File: src/rtl/epd_scan_ctrl_if.sv
// ---------------------------------------------------------------------------
// epd_scan_ctrl_if
//
// Purpose
//   Pixel word stream between the upstream waveform/LUT stage and the EPD scan
//   controller. The controller does not stall the upstream stage. When it
//   takes a word it pulses pix_ready for one clk. If pix_valid is low in that
//   clk, the source drivers receive a zero word.
//
// Signals
//   pix_data   [SD_WIDTH]  source word presented by the upstream stage
//   pix_valid  1           pix_data holds a real word
//   pix_ready  1           the controller consumes pix_data on this clk
//
// Modports
//   master  upstream pixel pipeline (drives data/valid, observes ready)
//   slave   epd_scan_ctrl (observes data/valid, drives ready)
// ---------------------------------------------------------------------------
interface epd_scan_ctrl_if #(
  parameter int SD_WIDTH = 16
);

  logic [SD_WIDTH-1:0] pix_data;
  logic                pix_valid;
  logic                pix_ready;

  modport master (
    output pix_data,
    output pix_valid,
    input  pix_ready
  );

  modport slave (
    input  pix_data,
    input  pix_valid,
    output pix_ready
  );

endinterface : epd_scan_ctrl_if

File: src/rtl/epd_scan_ctrl.sv
// ---------------------------------------------------------------------------
// epd_scan_ctrl
//
// Purpose
//   EPD panel scan controller. It produces gate-driver (GD) and source-driver
//   (SD) timing for num_frames frames per start request. It also streams pixel
//   words from the upstream waveform/LUT stage onto the source data bus.
//   Parameters set the panel geometry, the bus width and the clock ratio.
//
//   A free-running divider produces one "tick" every CLK_DIV clks. All
//   scan-phase counters advance only on a tick. The divider MSB is driven out
//   as the source-driver clock. epd_sd is loaded on the tick clk, so each
//   word is stable well before the next rising edge of epd_sdclk.
//
//   Scan phases per frame:
//     START      PRESCAN+1 ticks   SPV / gate start pulse
//     ROW_START  H_FP+1 ticks      latch-enable phase
//     ROW_DATA   H_ACTIVE ticks    one word per tick
//     ROW_END    H_BP+1 ticks      gate clock (CKV) phase
//     GAP        FRAME_GAP ticks   gate outputs disabled between frames
//
// Configuration
//   EPD_SCAN_UNDERRUN_EN  defined: underrun is a sticky flag. It is set when
//                         a word is taken while pix_valid is low. Only rst or
//                         an accepted start clears it.
//                         undefined: underrun is tied low.
//
// Ports
//   clk         in   system clock
//   rst         in   synchronous, active-high reset
//   start       in   1-clk request, only sampled in IDLE
//   num_frames  in   [8] frames to scan, latched on start; 0 ignores start
//   pix         if   epd_scan_ctrl_if.slave pixel stream (pix_data/valid/ready)
//   busy        out  high from the accepted start until the return to IDLE
//   frame_done  out  1-clk pulse at the end of each completed frame
//   underrun    out  sticky starvation flag (see Configuration)
//   epd_gdoe    out  gate driver output enable
//   epd_gdclk   out  gate driver shift clock (CKV)
//   epd_gdsp    out  gate driver start pulse (SPV, active low)
//   epd_sdclk   out  source driver clock (free-running divider MSB)
//   epd_sdle    out  source driver latch enable
//   epd_sdoe    out  source driver output enable
//   epd_sdce0   out  source driver chip enable (active low)
//   epd_sd      out  [SD_WIDTH] source data, registered
// ---------------------------------------------------------------------------
module epd_scan_ctrl #(
  parameter int SD_WIDTH  = 16,
  parameter int H_ACTIVE  = 200,
  parameter int V_ACTIVE  = 600,
  parameter int H_FP      = 2,
  parameter int H_BP      = 2,
  parameter int PRESCAN   = 47,
  parameter int FRAME_GAP = 8,
  parameter int CLK_DIV   = 4
) (
  input  logic                clk,
  input  logic                rst,
  input  logic                start,
  input  logic [7:0]          num_frames,
  epd_scan_ctrl_if.slave      pix,
  output logic                busy,
  output logic                frame_done,
  output logic                underrun,
  output logic                epd_gdoe,
  output logic                epd_gdclk,
  output logic                epd_gdsp,
  output logic                epd_sdclk,
  output logic                epd_sdle,
  output logic                epd_sdoe,
  output logic                epd_sdce0,
  output logic [SD_WIDTH-1:0] epd_sd
);

  function automatic int max2(input int a, input int b);
    return (a > b) ? a : b;
  endfunction

  // The horizontal counter is shared by every phase. It must be wide enough
  // for the longest phase and must have bit 4 for the START decode
  // (PRESCAN >= 16 guarantees that).
  localparam int H_MAX = max2(max2(max2(PRESCAN, H_FP), max2(H_ACTIVE, H_BP)), FRAME_GAP);
  localparam int H_W   = $clog2(H_MAX + 1);
  localparam int V_W   = (V_ACTIVE > 1) ? $clog2(V_ACTIVE) : 1;
  localparam int DIV_W = $clog2(CLK_DIV);

  typedef enum logic [2:0] {
    S_IDLE,
    S_START,
    S_ROW_START,
    S_ROW_DATA,
    S_ROW_END,
    S_GAP
  } state_t;

  // -------------------------------------------------------------------------
  // Tick generator. CLK_DIV is a power of two, so the counter wraps naturally.
  // -------------------------------------------------------------------------
  logic [DIV_W-1:0] div;
  logic             tick;

  // NOTE: sequential state uses non-blocking (<=) assignments. All flops then
  // sample the values from before the edge, whatever order the blocks run in.
  always_ff @(posedge clk) begin
    if (rst) div <= '0;
    else     div <= div + 1'b1;
  end

  assign tick      = &div;
  assign epd_sdclk = div[DIV_W-1];

  // -------------------------------------------------------------------------
  // Scan FSM: state and counter registers
  // -------------------------------------------------------------------------
  state_t     state, state_nxt;
  logic [H_W-1:0] h, h_nxt;
  logic [V_W-1:0] v, v_nxt;
  logic [7:0]     frames_left, frames_nxt;
  logic           start_ok;
  logic           frame_end;

  // Panel control levels decoded from the current phase. They are registered
  // below so the panel pins are glitch-free.
  logic gdoe_d, gdclk_d, gdsp_d, sdle_d, sdoe_d, sdce0_d;

  assign start_ok = (state == S_IDLE) && start && (num_frames != 8'd0);

  always_ff @(posedge clk) begin
    if (rst) begin
      state       <= S_IDLE;
      h           <= '0;
      v           <= '0;
      frames_left <= '0;
    end else begin
      state       <= state_nxt;
      h           <= h_nxt;
      v           <= v_nxt;
      frames_left <= frames_nxt;
    end
  end

  // -------------------------------------------------------------------------
  // Scan FSM: next state, counters and panel levels
  // -------------------------------------------------------------------------
  // NOTE: every signal this block drives gets a default first. Any path that
  // leaves one unassigned would infer a latch.
  always_comb begin
    state_nxt  = state;
    h_nxt      = h;
    v_nxt      = v;
    frames_nxt = frames_left;
    frame_end  = 1'b0;
    gdoe_d     = 1'b1;
    gdclk_d    = 1'b0;
    gdsp_d     = 1'b1;
    sdle_d     = 1'b0;
    sdoe_d     = 1'b0;
    sdce0_d    = 1'b1;

    unique case (state)
      S_IDLE: begin
        gdoe_d = 1'b0;
        if (start_ok) begin
          state_nxt  = S_START;
          h_nxt      = '0;
          v_nxt      = '0;
          frames_nxt = num_frames;
        end
      end

      S_START: begin
        // The SPV pulse is low once h reaches 16. CKV toggles with h[3].
        gdsp_d  = ~h[4];
        gdclk_d = h[3];
        if (tick) begin
          if (h == H_W'(PRESCAN)) begin
            state_nxt = S_ROW_START;
            h_nxt     = '0;
            v_nxt     = '0;
          end else begin
            h_nxt = h + 1'b1;
          end
        end
      end

      S_ROW_START: begin
        gdclk_d = 1'b1;
        sdle_d  = ~h[1];
        if (tick) begin
          if (h == H_W'(H_FP)) begin
            state_nxt = S_ROW_DATA;
            h_nxt     = '0;
          end else begin
            h_nxt = h + 1'b1;
          end
        end
      end

      S_ROW_DATA: begin
        gdclk_d = 1'b1;
        sdoe_d  = 1'b1;
        sdce0_d = 1'b0;
        if (tick) begin
          if (h == H_W'(H_ACTIVE - 1)) begin
            state_nxt = S_ROW_END;
            h_nxt     = '0;
          end else begin
            h_nxt = h + 1'b1;
          end
        end
      end

      S_ROW_END: begin
        gdclk_d = h[1];
        if (tick) begin
          if (h == H_W'(H_BP)) begin
            h_nxt = '0;
            if (v == V_W'(V_ACTIVE - 1)) begin
              state_nxt = S_GAP;
              frame_end = 1'b1;
            end else begin
              state_nxt = S_ROW_START;
              v_nxt     = v + 1'b1;
            end
          end else begin
            h_nxt = h + 1'b1;
          end
        end
      end

      S_GAP: begin
        gdoe_d = 1'b0;
        if (tick) begin
          if (h == H_W'(FRAME_GAP - 1)) begin
            h_nxt      = '0;
            frames_nxt = frames_left - 8'd1;
            state_nxt  = (frames_left == 8'd1) ? S_IDLE : S_START;
          end else begin
            h_nxt = h + 1'b1;
          end
        end
      end

      default: begin
        state_nxt = S_IDLE;
        h_nxt     = '0;
        v_nxt     = '0;
      end
    endcase
  end

  // -------------------------------------------------------------------------
  // Handshake and status
  // -------------------------------------------------------------------------
  assign pix.pix_ready = (state == S_ROW_DATA) && tick;
  assign busy          = (state != S_IDLE);

  // -------------------------------------------------------------------------
  // Registered panel pins, frame pulse and source data
  // -------------------------------------------------------------------------
  always_ff @(posedge clk) begin
    if (rst) begin
      epd_gdoe   <= 1'b0;
      epd_gdclk  <= 1'b0;
      epd_gdsp   <= 1'b1;
      epd_sdle   <= 1'b0;
      epd_sdoe   <= 1'b0;
      epd_sdce0  <= 1'b1;
      frame_done <= 1'b0;
      epd_sd     <= '0;
    end else begin
      epd_gdoe   <= gdoe_d;
      epd_gdclk  <= gdclk_d;
      epd_gdsp   <= gdsp_d;
      epd_sdle   <= sdle_d;
      epd_sdoe   <= sdoe_d;
      epd_sdce0  <= sdce0_d;
      frame_done <= frame_end;
      // A starved word is driven as zero. The panel never sees stale data.
      if (pix.pix_ready) epd_sd <= pix.pix_valid ? pix.pix_data : '0;
    end
  end

  // -------------------------------------------------------------------------
  // Underrun flag
  // -------------------------------------------------------------------------
`ifdef EPD_SCAN_UNDERRUN_EN
  logic underrun_q;

  always_ff @(posedge clk) begin
    if (rst)                                 underrun_q <= 1'b0;
    else if (start_ok)                       underrun_q <= 1'b0;
    else if (pix.pix_ready && !pix.pix_valid) underrun_q <= 1'b1;
  end

  assign underrun = underrun_q;
`else
  assign underrun = 1'b0;
`endif

endmodule : epd_scan_ctrl

File: src/flat_wrapper.sv
// flat-port wrapper written by rule: the top's interface ports become plain ports
module epd_scan_ctrl_flat 
#(
  parameter int SD_WIDTH  = 16,
  parameter int H_ACTIVE  = 200,
  parameter int V_ACTIVE  = 600,
  parameter int H_FP      = 2,
  parameter int H_BP      = 2,
  parameter int PRESCAN   = 47,
  parameter int FRAME_GAP = 8,
  parameter int CLK_DIV   = 4
)
  (clk, rst, start, num_frames, busy, frame_done, underrun, epd_gdoe, epd_gdclk, epd_gdsp, epd_sdclk, epd_sdle, epd_sdoe, epd_sdce0, epd_sd, pix_pix_data, pix_pix_valid, pix_pix_ready);
  epd_scan_ctrl_if #(.SD_WIDTH(SD_WIDTH)) pix_i ();
  input  logic clk;
  input  logic rst;
  input  logic start;
  input  logic [7:0] num_frames;
  output logic busy;
  output logic frame_done;
  output logic underrun;
  output logic epd_gdoe;
  output logic epd_gdclk;
  output logic epd_gdsp;
  output logic epd_sdclk;
  output logic epd_sdle;
  output logic epd_sdoe;
  output logic epd_sdce0;
  output logic [SD_WIDTH-1:0] epd_sd;
  input wire logic [$bits(pix_i.pix_data)-1:0] pix_pix_data;
  input wire logic [$bits(pix_i.pix_valid)-1:0] pix_pix_valid;
  output wire logic [$bits(pix_i.pix_ready)-1:0] pix_pix_ready;
  assign pix_i.pix_data = pix_pix_data;
  assign pix_i.pix_valid = pix_pix_valid;
  assign pix_pix_ready = pix_i.pix_ready;
  epd_scan_ctrl #(.SD_WIDTH(SD_WIDTH), .H_ACTIVE(H_ACTIVE), .V_ACTIVE(V_ACTIVE), .H_FP(H_FP), .H_BP(H_BP), .PRESCAN(PRESCAN), .FRAME_GAP(FRAME_GAP), .CLK_DIV(CLK_DIV)) u_core (.clk(clk), .rst(rst), .start(start), .num_frames(num_frames), .pix(pix_i), .busy(busy), .frame_done(frame_done), .underrun(underrun), .epd_gdoe(epd_gdoe), .epd_gdclk(epd_gdclk), .epd_gdsp(epd_gdsp), .epd_sdclk(epd_sdclk), .epd_sdle(epd_sdle), .epd_sdoe(epd_sdoe), .epd_sdce0(epd_sdce0), .epd_sd(epd_sd));
endmodule
File: config.mk
export PLATFORM = sky130hd
export DESIGN_NAME = epd_scan_ctrl_flat
export DESIGN_NICKNAME = d
export VERILOG_FILES = /design/src/rtl/epd_scan_ctrl_if.sv /design/src/rtl/epd_scan_ctrl.sv /design/src/flat_wrapper.sv
export SDC_FILE = /design/constraint.sdc
export NUM_CORES = 1
export LEC_CHECK = 0
export BUFFER_PORTS_ARGS = -buffer_cell sky130_fd_sc_hd__buf_2
export CORE_MARGIN = 10
export CORE_UTILIZATION = 56
export DETAILED_ROUTE_END_ITERATION = 10
export PLACE_DENSITY_LB_ADDON = 0.3
export SLEW_MARGIN = 20
export SYNTH_ARGS = -nofsm -noshare
export SYNTH_HDL_FRONTEND = slang
export SYNTH_SLANG_ARGS = --single-unit
File: constraint.sdc
create_clock -name clk -period 3.9 [get_ports clk]
set_clock_uncertainty 0.05 [all_clocks]
set_input_delay 0.39 -clock clk [delete_from_list [all_inputs] [get_ports clk]]
set_output_delay 0.39 -clock clk [all_outputs]
set_load 0.03 [all_outputs]
After elaboration in Yosys (flattened, before gate mapping) --
Cells that the tools add are included.
Word-level totals: ROM bits 0, output and inout bits 27, memories 0, bits of input ports 28, register bits 54, latch bits 0, RAM bits 0, word-level logic and storage cells 109
Cells by class: shifts and indexed selects 0, reductions and logical operators 19, multiply operators 0, mux-type cells 41, magnitude comparators 0, divide/modulo/power cells 0, equal/unequal tests 24, add/sub/neg operators 4, bitwise logic cells 8
Operator list (number):
- two-way mux 8 bit | 12
- two-way mux 10 bit | 6
- one-hot mux 10 bit (4 select lines) | 1
- one-hot mux 8 bit (5 select lines) | 1
- two-way mux 3 bit | 12
- != test 2 x 1 -> 1 bit (second input constant) | 12
- one-hot mux 3 bit (6 select lines) | 1
- two-way mux 16 bit | 1
- one-hot mux 8 bit (2 select lines) | 1
- AND reduction 11 bit | 1
- adder 10 x 1 -> 10 bit (second input constant) | 1
- equality test 10 bit (second input constant) | 1
- OR reduction 2 bit | 5
- adder 8 x 1 -> 8 bit (second input constant) | 1
- equality test 8 x 1 -> 1 bit (second input constant) | 1
- equality test 8 x 2 -> 1 bit (second input constant) | 1
- equality test 8 x 3 -> 1 bit (second input constant) | 1
- equality test 8 x 6 -> 1 bit (second input constant) | 1
- equality test 8 bit (second input constant) | 1
- NOT 1 bit | 8
- nonzero test 8 bit | 1
- subtractor 8 x 1 -> 8 bit (second input constant) | 1
- AND reduction 7 bit | 1
- equality test 3 x 2 -> 1 bit (second input constant) | 2
- 15 further kinds | 22

Depth between registers and ports, before layout --
depth after elaboration 5, depth in mapped cells 9, depth with buffers taken out 7

Worst setup path after synthesis --
OpenSTA, ideal clock, no wires.
path type register to register, start register u_core.div[1], end register u_core.v[7], data arrival time 2271 ps, buffers on the path 1, clock period less this slack 2392 ps, stages on the path, launching flop included 8, path slack 1508 ps, setup time 71 ps, required time 3779 ps, cells stage by stage dfxtp_1 -> ha_1 -> buf_2 -> or4b_4 -> nor4_4 -> a21oi_2 -> or4_1 -> a21boi_1
On the way: cells in the longest elaborated chain, start to end 3, elaborated cells between the ends (all ways) 4, those cells by class eq/ne (2); reduce/logical (2)
Ends and longest elaborated chain:
- start, declared | RTL line epd_scan_ctrl.sv:98 | logic [DIV_W-1:0] div;
- start signal, assigned | RTL line epd_scan_ctrl.sv:105 | else div <= div + 1'b1;
- AND reduction 2 bit * | RTL line epd_scan_ctrl.sv:108 | assign tick = &div;
- != test 2 x 1 -> 1 bit (no line)
- AND reduction 7 bit (no line) *
- end signal, assigned | RTL line epd_scan_ctrl.sv:136 | v <= v_nxt;
- end, declared | RTL line epd_scan_ctrl.sv:116 | logic [V_W-1:0] v, v_nxt;
Mark *: on every way between the ends. The rest lies on a longest branch, timed or not. A chain may end at the register's enable or synchronous reset.

Worst setup path after layout --
start register u_core.state[0], end output pix_pix_ready
On the way: cells in the longest elaborated chain, start to end 2
Ends and longest elaborated chain:
- start, declared | RTL line epd_scan_ctrl.sv:114 | state_t state, state_nxt;
- start signal, assigned | RTL line epd_scan_ctrl.sv:134 | state <= state_nxt;
- equality test 3 x 2 -> 1 bit | RTL line epd_scan_ctrl.sv:254 | assign pix.pix_ready = (state == S_ROW_DATA) && tick;
- logical AND 1 bit | RTL line epd_scan_ctrl.sv:254
- end, declared | RTL line flat_wrapper.sv:32 | output wire logic [$bits(pix_i.pix_ready)-1:0] pix_pix_ready;
Every way passes these cells.

==> results.yml <==
timing:
  hold_slack_ns: 0.301
  fin_ws_ns: 0.907
  fmax_mhz: 334
  hold_viol: 0
  rsz0062_at_grt: "false"
  relSlewSlack_pct: 41.1
  worst_pin_slew_ns: 0.884
  fin_crit_sh_pct: 76.7
  finalSetupViolations: 0
  min_period_ns: 2.99
  final-max-slew-violation-count: 0
  tns_ns: 0
clock_tree:
  clkSinkCount: 54
  worstSkewPairLatency_ns: 0.30
  cts_resized: 0
  cts_buffers: 5
  path_clk_slew_ns: 0.10
  htree_num_levels: 2
  hold_buffers: 0
  cts_tree: "done"
  clock-root-buffer: "clkbuf_8"
  postCtsSetupRepairBufs: 0
  clockBufferDepth: 2
grt:
  antenna_found_initial: 0
  grt_max_degree: 50
  grt_pass1_vias: 2500
  overflow: 0
  gr-usage-all-layers_pct: 15.5
  grt_pass1_wl_um: 11400
die:
  core_um2: 5070
  die_h_um: 92.0
  start_util_pct: 57.1
  dieArea_um2: 8450
  io_pins: 55
  fp.dieW_um: 92.0
  num_rows: 26
power:
  power_mw: 1.45
  leakage_nw: 1.23
  p_per_area_nw_per_um2: 447
  peakVddDrop_mv: 0.227
logic_synthesis:
  avgSynthCellArea_um2: 8.17
  synth_area_um2: 2900
  synth-edff-count: 0
  syn-num-nets: 389
  synth_flop_cell: "dfxtp_1"
  postSynth.asyncResetShare_pct: 0
  ys.warnings.count: 0
  yosysUniqueCellTypes: 65
  synthCells: 355
  yosys_register_bits: 54
  synth_seq_area_share_pct: 37.3
placed_design:
  dp.final_hpwl_um: 4900
  placed_area_um2: 3160
  portBuffers: 53
  place_congestion: 0.829
  place_worst_setup_slack_ns: 1.24
drt:
  drtPass1Iterations: 4
  vias: 2710
  postRouteAntennaNets: 0
  dr.first_iter.drc_count: 135
  drc_errors: 0
  post_drt_wl_per_cell_um: 14.8
  viasPerCell: 5.85
  wirelength_um: 6850
layout:
  nets: 426
  drive_above_1_share_pct: 19.6
  fillers: 456
  antennaDiodeCount: 0
  syn2layout_area_growth_pct: 12.1
  final_area_um2: 3250
flow_run:
  max_cap_violations: 0
setup_path:
  critPathCaptureType: "primary output"
  r2r_cells: 6
  cp-start-kind: "register"
  worstPathMaxFanout: 22
  critPathRequiredTime_ns: 3.46
  reg2reg_setup_slack_ns: 1.38
  worstSetupPathType: "reg -> out"
  crit_arrival_ns: 2.55
worst_hold_path:
  min_path_cells: 3
  min_path_type: "in -> reg"
run_status:
  status: "finished, final reports clean"
## cell usage after synthesis, types with 5 or more instances
master,instances,area [µm²]
dfxtp_1,54,1080
nand2_1,36,135
a21oi_1,35,175
nor2_1,24,90.1
nand3_1,23,115
o21ai_0,13,65.1
clkbuf_1,11,41.3
or4_1,9,67.6
inv_1,8,30.0
nor3_1,8,40.0
o31ai_1,8,60.1
buf_2,7,35.0
nand2b_1,7,43.8
a211oi_1,6,45.0
a21boi_1,6,45.0
a22o_1,6,52.6
ha_1,6,75.1
buf_1,5,18.8
nor2b_1,5,31.3
nor3b_1,5,37.5
nor4_1,5,31.3
o22ai_1,5,31.3
or3_1,5,31.3
## placed cells by master (no fill, tap or decap), drive strengths merged, types with 2 or more instances in the layout
cell type and count:
buf 56, dfxtp 54, nand2 36, a21oi 36, nor2 24, nand3 23, o21ai 13, nor3 10
or4 9, inv 8, o31ai 8, nand2b 7, a211oi 6, a22o 6, a21boi 6, ha 6
clkbuf 6, nor4 6, nor2b 5, nor3b 5, o22ai 5, or3 5, nand4 4, a31oi 3
and3 3, nand3b 2, or2 2, and2 2, a221oi 2, o21bai 2, o221a 2, a211o 2
a311oi 2, clkinv 2, nor4b 2, a31o 2, a2111oi 2
## path summary, 6_finish.rpt
path                                   endpoint                         start
min               u_core.epd_sd[7]$_SDFFE_PP0P_               pix_pix_data[7]
min reg2reg            u_core.div[0]$_SDFF_PP0_      u_core.div[0]$_SDFF_PP0_
max reg2reg  u_core.frames_left[1]$_SDFFE_PP0P_  u_core.state[0]$_SDFFE_PP0P_
max                               pix_pix_ready  u_core.state[0]$_SDFFE_PP0P_
## registers in the layout, indices dropped and copies added, names as in the netlist
name	cells
u_core.epd_sdoe	1
u_core.frame_done	1
u_core.epd_gdsp	1
u_core.epd_sdce0	1
u_core.v	10
u_core.epd_sdle	1
u_core.epd_gdclk	1
u_core.epd_gdoe	1
u_core.frames_left	8
u_core.h	8
u_core.div	2
u_core.state	3
u_core.epd_sd	16
## logic make-up (layout without fill, tap and decap cells)
group | count (synthesis) | in the layout | share of synthesized area [%]
mux | 1 | 1 | 0.345
fa+ha+maj | 6 | 6 | 2.59
compound gates | 107 | 107 | 25.3
flops | 54 | 54 | 37.3
simple gates | 151 | 151 | 29.0
buf+inv | 35 | 73 | 5.27
other cells | 1 | 1 | 0.129
## through the flow
stage	std cells	utilization (%)
global placement	455	62.2
CTS	463	64.1
floorplan	355	-
global route	463	64.1
detailed placement	455	62.2
finish	463	64.1
## metal layers
layer	wire length, µm	up-vias	track usage, %	part of all wire [%]
met1	3030	1253	18.8	44
met3	409	4	4.65	6.0
met2	3360	63	25.9	49
met4	41	0	4.37	0.60
li1	-	1390	-	-
met5	0	-	0	0
## area by class of cell
class,instances,area (µm²),area share (%)
well taps,70,87.6,2.69
multi-input cells,266,1670,51.2
repair buffers,56,288,8.85
clock buffers,6,82.6,2.54
clock inverters,2,12.5,0.385
flip-flops and latches,54,1080,33.3
inverters,9,33.8,1.04
## critical path, stage by stage (launching register included)
cell,delay (ns)
dfxtp_1,0.80
nor2b_1,0.24
nand3_1,0.46
clkinv_1,0.47
buf_2,0.27
## power by group
| part | internal, mW | switching, mW |
|---|---|---|
| sequential | 0.590 | 0.0630 |
| clock | 0.143 | 0.181 |
| combinational | 0.183 | 0.292 |
Note: power is estimated with default switching activity, not from simulation.
